[src/rtl/cam_dvp_tx.sv]
// cam_dvp_tx: DVP camera bus transmitter (vsync/href/8-bit data, RGB565 high byte first).
// Serializes 16-bit pixels from a valid/ready source into a byte stream with
// programmable frame/line timing. Optional internal 8-bar colour generator is
// compiled in with the macro CAM_DVP_TX_PATTERN_EN (adds the pattern_en input).
//
// Timing model: r_state/r_hcnt/r_lcnt describe the byte position being decoded;
// every output register is loaded from that decode, so the bus lags the counters
// by one cycle. pix_ready is decoded from the *next* position so that it is high
// exactly one cycle before each high-byte cycle on the bus.
module cam_dvp_tx #(
    parameter int H_ACTIVE = 640,
    parameter int H_BLANK  = 288,
    parameter int VS_LINES = 3,
    parameter int V_BACK   = 17,
    parameter int V_ACTIVE = 480,
    parameter int V_FRONT  = 10
) (
    input  logic        clk,
    input  logic        reset,
    input  logic        enable,
`ifdef CAM_DVP_TX_PATTERN_EN
    input  logic        pattern_en,
`endif
    input  logic [15:0] pix_data,
    input  logic        pix_valid,
    output logic        pix_ready,
    output logic        cam_vsync,
    output logic        cam_href,
    output logic [7:0]  cam_data,
    output logic        frame_start,
    output logic        underrun
);

    localparam int L    = 2*H_ACTIVE + H_BLANK;
    localparam int HW   = (L > 1) ? $clog2(L) : 1;
    localparam int VM1  = (VS_LINES > V_BACK) ? VS_LINES : V_BACK;
    localparam int VM2  = (V_ACTIVE > V_FRONT) ? V_ACTIVE : V_FRONT;
    localparam int VMAX = (VM1 > VM2) ? VM1 : VM2;
    localparam int LW   = $clog2(VMAX + 1);

    localparam logic [HW-1:0] H_LAST      = HW'(L - 1);
    localparam logic [HW-1:0] H_ACT_BYTES = HW'(2*H_ACTIVE);
    localparam logic [LW-1:0] VS_LAST = LW'(VS_LINES - 1);
    localparam logic [LW-1:0] VB_LAST = LW'((V_BACK > 0) ? V_BACK - 1 : 0);
    localparam logic [LW-1:0] VA_LAST = LW'(V_ACTIVE - 1);
    localparam logic [LW-1:0] VF_LAST = LW'((V_FRONT > 0) ? V_FRONT - 1 : 0);

    typedef enum logic [2:0] {
        S_IDLE   = 3'd0,
        S_VSYNC  = 3'd1,
        S_VBACK  = 3'd2,
        S_ACTIVE = 3'd3,
        S_VFRONT = 3'd4
    } state_t;

    state_t          r_state, w_state_nxt, w_after;
    logic [HW-1:0]   r_hcnt, w_hcnt_nxt;
    logic [LW-1:0]   r_lcnt, w_lcnt_nxt, w_lcnt_last;
    state_t          w_frame_next;

    logic            r_pix_ready, r_vsync, r_href, r_fs, r_under;
    logic [7:0]      r_data, r_lo;

    logic            w_href_cur, w_hi_cur, w_fs_cur, w_nxt_hi;
    logic            w_pat;
    logic [15:0]     w_pix;

    // Next frame after the last blank line: loop if still enabled, else park.
    assign w_frame_next = enable ? S_VSYNC : S_IDLE;

    // Next-state and counter logic; zero-length V_BACK/V_FRONT are skipped.
    always_comb begin
        w_state_nxt = r_state;
        w_hcnt_nxt  = r_hcnt + 1'b1;
        w_lcnt_nxt  = r_lcnt;
        w_lcnt_last = '0;
        w_after     = S_IDLE;
        case (r_state)
            S_VSYNC: begin
                w_lcnt_last = VS_LAST;
                w_after     = (V_BACK != 0) ? S_VBACK : S_ACTIVE;
            end
            S_VBACK: begin
                w_lcnt_last = VB_LAST;
                w_after     = S_ACTIVE;
            end
            S_ACTIVE: begin
                w_lcnt_last = VA_LAST;
                w_after     = (V_FRONT != 0) ? S_VFRONT : w_frame_next;
            end
            S_VFRONT: begin
                w_lcnt_last = VF_LAST;
                w_after     = w_frame_next;
            end
            default: begin
                w_lcnt_last = '0;
                w_after     = S_IDLE;
            end
        endcase
        if (r_state == S_IDLE) begin
            w_hcnt_nxt = '0;
            w_lcnt_nxt = '0;
            if (enable)
                w_state_nxt = S_VSYNC;
        end else if (r_hcnt == H_LAST) begin
            w_hcnt_nxt = '0;
            if (r_lcnt == w_lcnt_last) begin
                w_lcnt_nxt  = '0;
                w_state_nxt = w_after;
            end else begin
                w_lcnt_nxt = r_lcnt + 1'b1;
            end
        end
    end

    // State and position counters.
    always_ff @(posedge clk) begin
        if (!reset) begin
            r_state <= S_IDLE;
            r_hcnt  <= '0;
            r_lcnt  <= '0;
        end else begin
            r_state <= w_state_nxt;
            r_hcnt  <= w_hcnt_nxt;
            r_lcnt  <= w_lcnt_nxt;
        end
    end

    // Decode of the current and next byte positions.
    assign w_href_cur = (r_state == S_ACTIVE) && (r_hcnt < H_ACT_BYTES);
    assign w_hi_cur   = w_href_cur && !r_hcnt[0];
    assign w_fs_cur   = (r_state == S_VSYNC) && (r_hcnt == '0) && (r_lcnt == '0);
    assign w_nxt_hi   = (w_state_nxt == S_ACTIVE) && (w_hcnt_nxt < H_ACT_BYTES)
                        && !w_hcnt_nxt[0];

`ifdef CAM_DVP_TX_PATTERN_EN
    logic        r_pat;
    logic [31:0] w_x8;
    logic [2:0]  w_bar;
    logic [15:0] w_bar_pix;

    // Bar index = (x*8)/H_ACTIVE, x being the pixel index within the line.
    assign w_x8  = (32'(r_hcnt) >> 1) * 32'd8;
    assign w_bar = 3'(w_x8 / 32'(H_ACTIVE));

    // Bar colour lookup, white to black.
    always_comb begin
        w_bar_pix = 16'h0000;
        case (w_bar)
            3'd0: w_bar_pix = 16'hFFFF;
            3'd1: w_bar_pix = 16'hFFE0;
            3'd2: w_bar_pix = 16'h07FF;
            3'd3: w_bar_pix = 16'h07E0;
            3'd4: w_bar_pix = 16'hF81F;
            3'd5: w_bar_pix = 16'hF800;
            3'd6: w_bar_pix = 16'h001F;
            default: w_bar_pix = 16'h0000;
        endcase
    end

    // Pattern select is captured once per frame at the start of vsync.
    always_ff @(posedge clk) begin
        if (!reset)
            r_pat <= 1'b0;
        else if (w_fs_cur)
            r_pat <= pattern_en;
    end

    assign w_pat = r_pat;
    assign w_pix = r_pat ? w_bar_pix : (pix_valid ? pix_data : 16'h0000);
`else
    assign w_pat = 1'b0;
    assign w_pix = pix_valid ? pix_data : 16'h0000;
`endif

    // Output registers: bus signals, handshake and sticky underrun.
    always_ff @(posedge clk) begin
        if (!reset) begin
            r_pix_ready <= 1'b0;
            r_vsync     <= 1'b0;
            r_href      <= 1'b0;
            r_fs        <= 1'b0;
            r_under     <= 1'b0;
            r_data      <= 8'h00;
            r_lo        <= 8'h00;
        end else begin
            r_pix_ready <= w_nxt_hi && !w_pat;
            r_vsync     <= (r_state == S_VSYNC);
            r_href      <= w_href_cur;
            r_fs        <= w_fs_cur;
            // A missing pixel is replaced by black; the slot is never stalled.
            if (w_fs_cur)
                r_under <= 1'b0;
            else if (w_hi_cur && !w_pat && !pix_valid)
                r_under <= 1'b1;
            if (w_hi_cur) begin
                r_data <= w_pix[15:8];
                r_lo   <= w_pix[7:0];
            end else if (w_href_cur) begin
                r_data <= r_lo;
            end else begin
                r_data <= 8'h00;
            end
        end
    end

    assign pix_ready   = r_pix_ready;
    assign cam_vsync   = r_vsync;
    assign cam_href    = r_href;
    assign cam_data    = r_data;
    assign frame_start = r_fs;
    assign underrun    = r_under;

endmodule
[config.mk]
export PLATFORM = sky130hd
export DESIGN_NAME = cam_dvp_tx
export DESIGN_NICKNAME = d
export VERILOG_FILES = /design/src/rtl/cam_dvp_tx.sv
export SDC_FILE = /design/constraint.sdc
export NUM_CORES = 1
export LEC_CHECK = 0
export ABC_AREA = 1
export CORE_AREA = 2 2 75 77
export CTS_CLUSTER_SIZE = 10
export DETAILED_ROUTE_END_ITERATION = 10
export DIE_AREA = 0 0 77 79
export MAX_ROUTING_LAYER = met4
export SLEW_MARGIN = 40
export SYNTH_ARGS = -nofsm -noshare
export SYNTH_HDL_FRONTEND = slang
export SYNTH_SLANG_ARGS = --single-unit
[constraint.sdc]
create_clock -name clk -period 1.8 [get_ports clk]
set_input_delay 0.18 -clock clk [delete_from_list [all_inputs] [get_ports clk]]
set_output_delay 0.18 -clock clk [all_outputs]
set_load 0.005 [all_outputs]
Word level (Yosys, flattened, before mapping)

Index checks and enable logic that the tools add are counted.

Logic and storage cells: 50
Flip-flop bits (word level): 44

Order comparisons: 2
Mux-type cells: 13
Bitwise operators: 1
Reduce and logical (&&, ||, !) cells: 15
Equality and inequality tests: 7
Add/sub/neg operators: 2

Operators by type and width:

| operator              | number |
|---|---|
| $pmux 9 s4            | 1 |
| $lt 11x11->1 const B  | 2 |
| $mux 11               | 2 |
| $mux 16               | 1 |
| $mux 8                | 2 |
| $mux 3                | 4 |
| $pmux 3 s4            | 1 |
| $add 11x1->11 const B | 1 |
| $eq 11x11->1 const B  | 1 |
| $logic_not 11->1      | 1 |
| $add 9x1->9 const B   | 1 |
| $eq 3x2->1 const B    | 3 |
| $eq 9x9->1            | 1 |
| $logic_not 9->1       | 1 |
| $mux 9                | 1 |
| $logic_and 1x1->1     | 7 |
| $reduce_or 2->1       | 2 |
| $eq 3x1->1 const B    | 1 |
| $eq 3x3->1 const B    | 1 |
| $logic_not 1->1       | 3 |
| $logic_not 3->1       | 1 |
| $mux 1                | 1 |
| $not 1->1             | 1 |

Longest topological paths before layout

Gate-level depths: netlist of the first run.

Word-level depth: 9
Depth in mapped cells: 13
Gate-level depth less buffers: 13

Worst setup path after synthesis of the first run

No wires, ideal clock.

Kind: reg2reg
From: register r_hcnt[0]
To: register r_lcnt[7]
Clock period less this slack: 1.640 ns
Setup slack: 0.160 ns
Stages on the path, launching flop included: 12
Buffers on the path: 1
Data arrival time: 1.523 ns
Data required time: 1.683 ns
Path through: dfxtp_1 -> ha_1 -> nand2_1 -> nor2_4 -> nand2_2 -> inv_2 -> buf_6 -> nand2_2 -> nor2_1 -> nand2_1 -> o21ai_0 -> nor2_1

Longest elaborated chain between the ends: 1

Ends and longest elaborated chain:

| element                | line | RTL |
|---|---|---|
| from (decl)            | 57   | `logic [HW-1:0] r_hcnt, w_hcnt_nxt;` |
| from (signal assigned) | 124  | `r_hcnt <= w_hcnt_nxt;` |
| $eq 11x11->1           | 105  | `end else if (r_hcnt == H_LAST) begin` |
| to (signal assigned)   | 125  | `r_lcnt <= w_lcnt_nxt;` |
| to (decl)              | 58   | `logic [LW-1:0] r_lcnt, w_lcnt_nxt, w_lcnt_last;` |

Every way passes these cells.
A chain may end at the register's enable or synchronous reset.

Final worst setup path of the first run

From: register r_hcnt[0]
To: register r_pix_ready (netlist: pix_ready)

Longest elaborated chain between the ends: 6
Elaborated cells between the ends (all ways): 11

Ends and longest elaborated chain:

| element                                       | line    | RTL |
|---|---|---|
| $add 11x1->11 or $eq 11x11->1 (tied branches) | 74, 105 |  |
| $mux 11 or $mux 3 (tied branches)             | 105     |  |
| $mux 11 or $mux 3 (tied branches)             | 100     | `if (r_state == S_IDLE) begin` |
| $lt 11x11->1 or $eq 3x2->1 (tied branches)    | 133     | `assign w_nxt_hi = (w_state_nxt == S_ACTIVE) && (w_hcnt_nxt < H_ACT_BYTES)` |
| $logic_and 1x1->1                             | 133     |  |
| $logic_and 1x1->1 (*)                         | 134     | `&& !w_hcnt_nxt[0];` |
| to (signal assigned)                          | 187     | `r_pix_ready <= w_nxt_hi && !w_pat;` |
| to (decl)                                     | 61      | `logic r_pix_ready, r_vsync, r_href, r_fs, r_under;` |

Mark *: on every way between the ends. The rest lies on a longest branch, timed or not.

==> results.py, run 1 <==
metrics = {
    "yosys": {
        "syn-instance-count": 274,
        "synth_nets": 298,
        "synth_top_area_cell": "dfxtp_1",
        "yosys_warnings": 0,
        "synth-async-reset-ratio": 0,
        "ys.flop_type": "dfxtp_1",
        "ys_ff_latch": 44,
        "syn_area_um2": 2040,
        "yosys-top-cells-count": "48 x nand2_1, 44 x dfxtp_1, 36 x inv_1",
        "synth_edf_count": 0,
        "ys_top_cells_by_area": "dfxtp_1 43%, nand2_1 8.8%, inv_1 6.6%",
        "yosysTopAreaCellShare": 0.432,
        "synth_cell_type_count": 31,
        "seq_area_frac_synth": 0.432,
        "postSynthAreaPerCell_um2": 7.45,
        "yosysMostFrequentCell": "nand2_1",
    },
    "finish": {
        "layout.nets": 344,
        "fillers": 561,
        "syn_to_final_growth_pct": 30.8,
        "utilization": 0.500,
        "insertedDiodeCount": 0,
        "design_area_um2": 2670,
        "drive_gt1_frac": 0.138,
    },
    "global_routing": {
        "grt_overflow": 0,
        "grt_max_degree": 14,
        "grt_antenna_before_repair": 0,
        "grt_pass1_vias": 1863,
        "grtUsageTotal": 0.177,
        "grt_pass1_wl_um": 8560,
    },
    "floorplanning": {
        "die_h_um": 79,
        "dieArea_um2": 6080,
        "rows": 27,
        "die_x_um": 77,
        "start_util": 0.382,
        "io_pins": 33,
        "core_um2": 5340,
    },
    "power": {
        "power.density_nw_per_um2": 739,
        "p_total_uw": 1970,
        "peakVddDrop_uv": 403,
        "leakagePower_uw": 0.00104,
    },
    "sta": {
        "fmax_mhz": 625,
        "setup_viol": 0,
        "min_period_ns": 1.60,
        "timing_worst_slew_pin_value_ns": 0.372,
        "slew_headroom": 0.752,
        "final_hold_viol_count": 0,
        "rsz0062_at_grt": "no",
        "finalCritPeriodShare": 0.889,
        "drv_slew": 0,
        "fin_worst_skew_ns": 0.00453,
        "final.setup.tns_ns": 0,
    },
    "critical_path": {
        "cp_num_buf_inv": 1,
        "critical_path.max_fanout": 4,
        "worst-setup-path-type": "reg -> reg",
        "cp-startpoint": "r_hcnt[0]$_SDFF_PN0_",
        "r2r-start": "r_hcnt[0]$_SDFF_PN0_",
        "critPathArrivalTime_ns": 1.84,
        "cp.required_ns": 2.04,
        "crit_chain": "ha_2, nand2_2, nor2_4, nand4_1, o21ai_1, inv_1, o21ai_2, o21bai_1, nor2_1",
        "critPathTopFamily": "simple AND/OR/NAND/NOR gates",
        "critical-path-max-stage-delay_ns": 0.36,
        "cp_slowest_cell": "dfxtp_2",
        "cp-end-kind": "flop",
        "cp-start-kind": "flop",
    },
    "clock_tree": {
        "clock_sinks": 44,
        "path_clk_slew_ns": 0.08,
        "ctsLongestPathBuffers": 2,
        "clkLatencyLatePin_ns": 0.30,
        "cts_tree": "yes",
        "cts_buffers": 5,
        "root_buffer": "clkbuf_8",
        "cts_max_level": 2,
    },
    "placed_design": {
        "port_buffers": 32,
        "place_congestion": 0.861,
        "place_area_um2": 2480,
        "post-dp-hpwl_um": 3580,
    },
    "routing": {
        "dr.pass1.iters": 4,
        "vias_per_cell": 4.75,
        "drcViolationCount": 0,
        "antenna_left": 0,
        "wl_per_cell_um": 12.2,
        "vias": 1862,
        "wl_um": 4780,
        "drtIter0Drc": 85,
    },
    "job": {
        "cap_violations": 0,
    },
    "run_status": {
        "status": "finished clean",
    },
    "worst_hold_path": {
        "min_path_type": "in -> reg",
        "hp-start": "pix_data[11]",
    },
}
==> cells in the final DEF (no fill, tap or decap), types with 2 or more instances in the layout <==
cell              n
nor3_2            2
nand2_1          47
nor2_2            3
nor2_1           33
nor2_4            3
o21ai_0           5
nor3b_1           2
nand3_1          22
inv_1            36
nand2_2           4
xor2_1            5
inv_2             2
ha_1              3
nor3_1            5
o22ai_1           8
dfxtp_1          40
clkbuf_8          5
dfxtp_2           4
a31oi_1           2
a21oi_1          17
clkdlybuf4s50_1  32
buf_4            11
nand4_1           9
nand3_4           2
o21ai_1           2
bufinv_16         2
==> sequential cells by signal, indices dropped and copies added, names as in the netlist <==
name,cells
r_hcnt,11
r_state,3
underrun,1
r_lcnt,9
pix_ready,1
cam_href,1
cam_vsync,1
r_lo,8
cam_data,8
frame_start,1
==> worst register-to-register path, cell delays in order (launching register included) <==
cell and delay [ns]:
dfxtp_2 0.36, ha_2 0.19, nand2_2 0.08, nor2_4 0.18
nand4_1 0.19, o21ai_1 0.17, inv_1 0.06, o21ai_2 0.13
o21bai_1 0.09, nor2_1 0.10
==> kinds of logic (layout without fill, tap and decap cells) <==
family	count (synthesis)	in the layout	share of synthesized area
AO/OA/AOI/OAI	39	39	0.108
XOR/XNOR	5	5	0.0215
adder cells (fa/ha/maj)	4	4	0.0245
buffers and inverters	45	91	0.0901
flip-flops	44	44	0.432
AND/OR/NAND/NOR	137	137	0.324
==> layout make-up <==
type	instances	area, um^2	share of cell area
clock inverter	2	60.1	0.0225
multi-input combinational	185	1000	0.375
tap	72	90.1	0.0338
sequential	44	886	0.332
clock buffer	5	68.8	0.0258
inverter	41	161	0.0605
timing repair buffer	43	403	0.151
==> stage by stage <==
step | hold slack [ns] | std cells | worst slack, ns
5_1_grt | 0.442 | 392 | 0.00815
6_report | 0.433 | 392 | 0.200
4_1_cts | 0.431 | 389 | 0.0428
3_3_place_gp | 0.451 | 382 | 0.0827
3_5_place_dp | 0.453 | 382 | 0.0676
2_1_floorplan | 0.324 | 274 | 0.160
==> per-layer routing <==
| metal | wire length [um] | track usage | vias to the layer above |
|---|---|---|---|
| li1 | - | - | 988 |
| met1 | 2280 | 0.211 | 833 |
| met2 | 2250 | 0.304 | 34 |
| met3 | 184 | 0.0352 | 7 |
| met4 | 62 | 0.0554 | 0 |
| met5 | 0 | - | - |
==> report_power, final <==
| part | total (uW) | internal [uW] | switching (uW) |
|---|---|---|---|
| logic | 112 | 61.0 | 51.1 |
| clock network | 878 | 546 | 332 |
| registers | 983 | 978 | 5.24 |
| total | 1970 | 1580 | 388 |
==> final timing paths <==
path | end | slack (ns) | cells past startpoint
hold reg to reg | r_hcnt[0]$_SDFF_PN0_ | 0.43 | 1
setup reg to reg | pix_ready$_SDFF_PN0_ | 0.20 | 9
hold / removal | cam_data[3]$_SDFF_PN0_ | 0.43 | 3
setup / recovery | pix_ready$_SDFF_PN0_ | 0.20 | 9
==> timing repair <==
item                       4_1_cts  5_1_grt
hold buffers                     0        0
gates resized for setup          0       13
setup endpoints to repair        0        7
buffers inserted                 0        3
No activity file was read; power rests on OpenSTA's default activity.
==> inputs of run 2 (changes only) <==
--- a/config.mk
+++ b/config.mk
@@ -8,2 +8,3 @@
 export ABC_AREA = 1
+export ABC_CLOCK_PERIOD_IN_PS = 1800
 export CORE_AREA = 2 2 75 77
==> constraint.sdc (replaced) <==
create_clock -name clk -period 1.8 [get_ports clk]
set_input_delay 0.36 -clock clk [delete_from_list [all_inputs] [get_ports clk]]
set_output_delay 0.36 -clock clk [all_outputs]
set_load 0.005 [all_outputs]
==> run 2 against run 1 <==
  * Global-route usage shrank 0.62 points
  * Die area unchanged
  * Sequential share of layout area rose by 0.55 points
  * Wire length about the same
  * Power down 12%
  * Non-clock buffer count down 1
  * Worst setup slack got worse by 0.044 ns
  * Final area is 1.9% lower
  * Maximum frequency fell by 2.7%
  * Clock power decreased by 28%
  * Register-to-register slack got worse by 0.04 ns
  * Largest cell class unchanged
==> results.py, run 2 (synthesized netlist as in run 1, its figures left out) <==
metrics = {
    "placed_design": {
        "pre_cts_slack_ns": 0.126,
        "port_buffers": 32,
        "post-dp-hpwl_um": 3610,
        "dp.cells": 384,
        "place_congestion": 0.858,
    },
    "sta": {
        "final.setup.tns_ns": 0,
        "finalCritPeriodShare": 0.914,
        "fin_worst_skew_ns": 0.00696,
        "timing_worst_slew_pin_value_ns": 0.371,
        "fmax_mhz": 608,
        "setup_viol": 0,
        "min_period_ns": 1.64,
        "fin_ws_ns": 0.156,
        "drv_slew": 0,
        "slew_headroom": 0.752,
        "final_hold_viol_count": 0,
    },
    "critical_path": {
        "r2r_end": "pix_ready$_SDFF_PN0_",
        "critPathArrivalTime_ns": 1.88,
        "reg2reg_slack_ns": 0.16,
        "cp-end-kind": "flop",
        "worst-setup-path-type": "reg -> reg",
        "r2r-start": "r_state[0]$_SDFF_PN0_",
        "critical_path.max_fanout": 8,
        "worstRegToRegCells": 12,
        "cp-start-kind": "flop",
        "cp.required_ns": 2.04,
    },
    "clock_tree": {
        "ctsResizeCount": 0,
        "cts_max_level": 2,
        "ctsLongestPathBuffers": 2,
        "cts_setup_buffers": 0,
        "clock_sinks": 44,
        "cts_buffers": 5,
        "cts_tree": "yes",
        "clkLatencyLatePin_ns": 0.30,
        "cts_hold_buf": 0,
        "path_clk_slew_ns": 0.09,
        "root_buffer": "clkbuf_8",
    },
    "run_status": {
        "status": "finished clean",
    },
    "finish": {
        "utilization": 0.490,
        "top_regs": "r_hcnt (11), r_lcnt (9)",
        "fin_cells": 392,
        "layout.nets": 343,
        "insertedDiodeCount": 0,
        "largest_register_ffs": 11,
        "largest_register": "r_hcnt",
        "syn_to_final_growth_pct": 28.3,
        "mostFrequentLayoutCell": "nand2_1",
        "layout_common_cells": "47 x nand2_1, 42 x dfxtp_1, 36 x inv_1",
        "drive_gt1_frac": 0.128,
    },
    "power": {
        "p_clk_frac": 0.364,
        "peakVddDrop_uv": 287,
        "power.switching_uw": 413,
        "power.density_nw_per_um2": 661,
        "leakagePower_uw": 0.00101,
        "combPwrFrac": 0.068,
        "p_int_uw": 1320,
        "p_sw_frac": 0.239,
        "pwr-share-seq": 0.568,
    },
    "job": {
        "cap_violations": 0,
    },
    "global_routing": {
        "grt_overflow": 0,
        "grt_max_degree": 16,
        "grt_pass1_wl_um": 8170,
        "grtUsageTotal": 0.171,
        "grt_pass1_vias": 1793,
        "grt_antenna_before_repair": 0,
    },
    "routing": {
        "wl_per_cell_um": 12.2,
        "antenna_left": 0,
        "vias": 1902,
        "wl_um": 4780,
        "dr.pass1.iters": 5,
        "drtIter0Drc": 123,
        "drcViolationCount": 0,
        "vias_per_cell": 4.85,
    },
    "floorplanning": {
        "rows": 27,
        "io_pins": 33,
        "core_um2": 5340,
        "die_x_um": 77,
        "dieArea_um2": 6080,
        "start_util": 0.382,
        "die_h_um": 79,
    },
    "worst_hold_path": {
        "hp-start": "r_lo[5]$_SDFFE_PN0P_",
        "hold_depth": 2,
        "hold_path_end": "r_lo[5]$_SDFFE_PN0P_",
        "min_path_type": "reg -> reg",
    },
}
run 2: worst max path at each step:
| stage | start | to | cells after the start |
|---|---|---|---|
| after floorplan | r_hcnt[0]$_SDFF_PN0_ | r_lcnt[7]$_SDFFE_PP0N_ | 11 |
| after global placement | reset | r_lcnt[0]$_SDFFE_PP0N_ | 6 |
| after detailed placement | r_hcnt[1]$_SDFF_PP0_ | r_lcnt[7]$_SDFFE_PP0N_ | 10 |
| after CTS | r_hcnt[0]$_SDFF_PN0_ | pix_ready$_SDFF_PN0_ | 11 |
| after global routing | r_hcnt[0]$_SDFF_PN0_ | pix_ready$_SDFF_PN0_ | 9 |
| final | r_state[0]$_SDFF_PN0_ | pix_ready$_SDFF_PN0_ | 12 |
run 2: through the flow:
stage,instance area (um^2),hold slack (ns),total power (uW)
floorplan,2040,0.452,1060
global placement,2500,0.463,1120
detailed placement,2500,0.468,1120
CTS,2590,0.480,1760
global route,2620,0.508,1810
finish,2620,0.476,1730
run 2: power by group through the flow:
| stage | Clock [uW] | Sequential [uW] | Combinational [uW] |
|---|---|---|---|
| floorplan | 0 | 1000 | 52.0 |
| global placement | 0 | 1010 | 118 |
| detailed placement | 0 | 1010 | 117 |
| CTS | 657 | 983 | 118 |
| global route | 695 | 984 | 129 |
| finish | 629 | 983 | 118 |
run 2: metal layers:
| layer | global-route usage | wire length (um) |
|---|---|---|
| met1 | 0.214 | 2240 |
| met2 | 0.269 | 2230 |
| met3 | 0.0455 | 245 |
| met4 | 0.0589 | 56 |
| met5 | - | 0 |
run 2: worst max-delay path: stages (launching register included):
cell and delay (ns):
dfxtp_1 0.52, nand2_1 0.09, nand2_1 0.06, nand2_1 0.04, nor2_1 0.09, nand2_1 0.09
nor2_4 0.16, nand3_4 0.13, nand2_1 0.09, nand3_1 0.11, nand2_1 0.08, nand2_1 0.05
nor2_1 0.07
run 2: cell type report:
| type | instances | area (um^2) |
|---|---|---|
| fill | 563 | 2720 |
| tap | 72 | 90.1 |
| clock buffer | 5 | 68.8 |
| clock inverter | 3 | 23.8 |
| multi-input combinational | 185 | 997 |
| timing repair buffer | 42 | 395 |
| sequential | 44 | 883 |
| inverter | 41 | 159 |
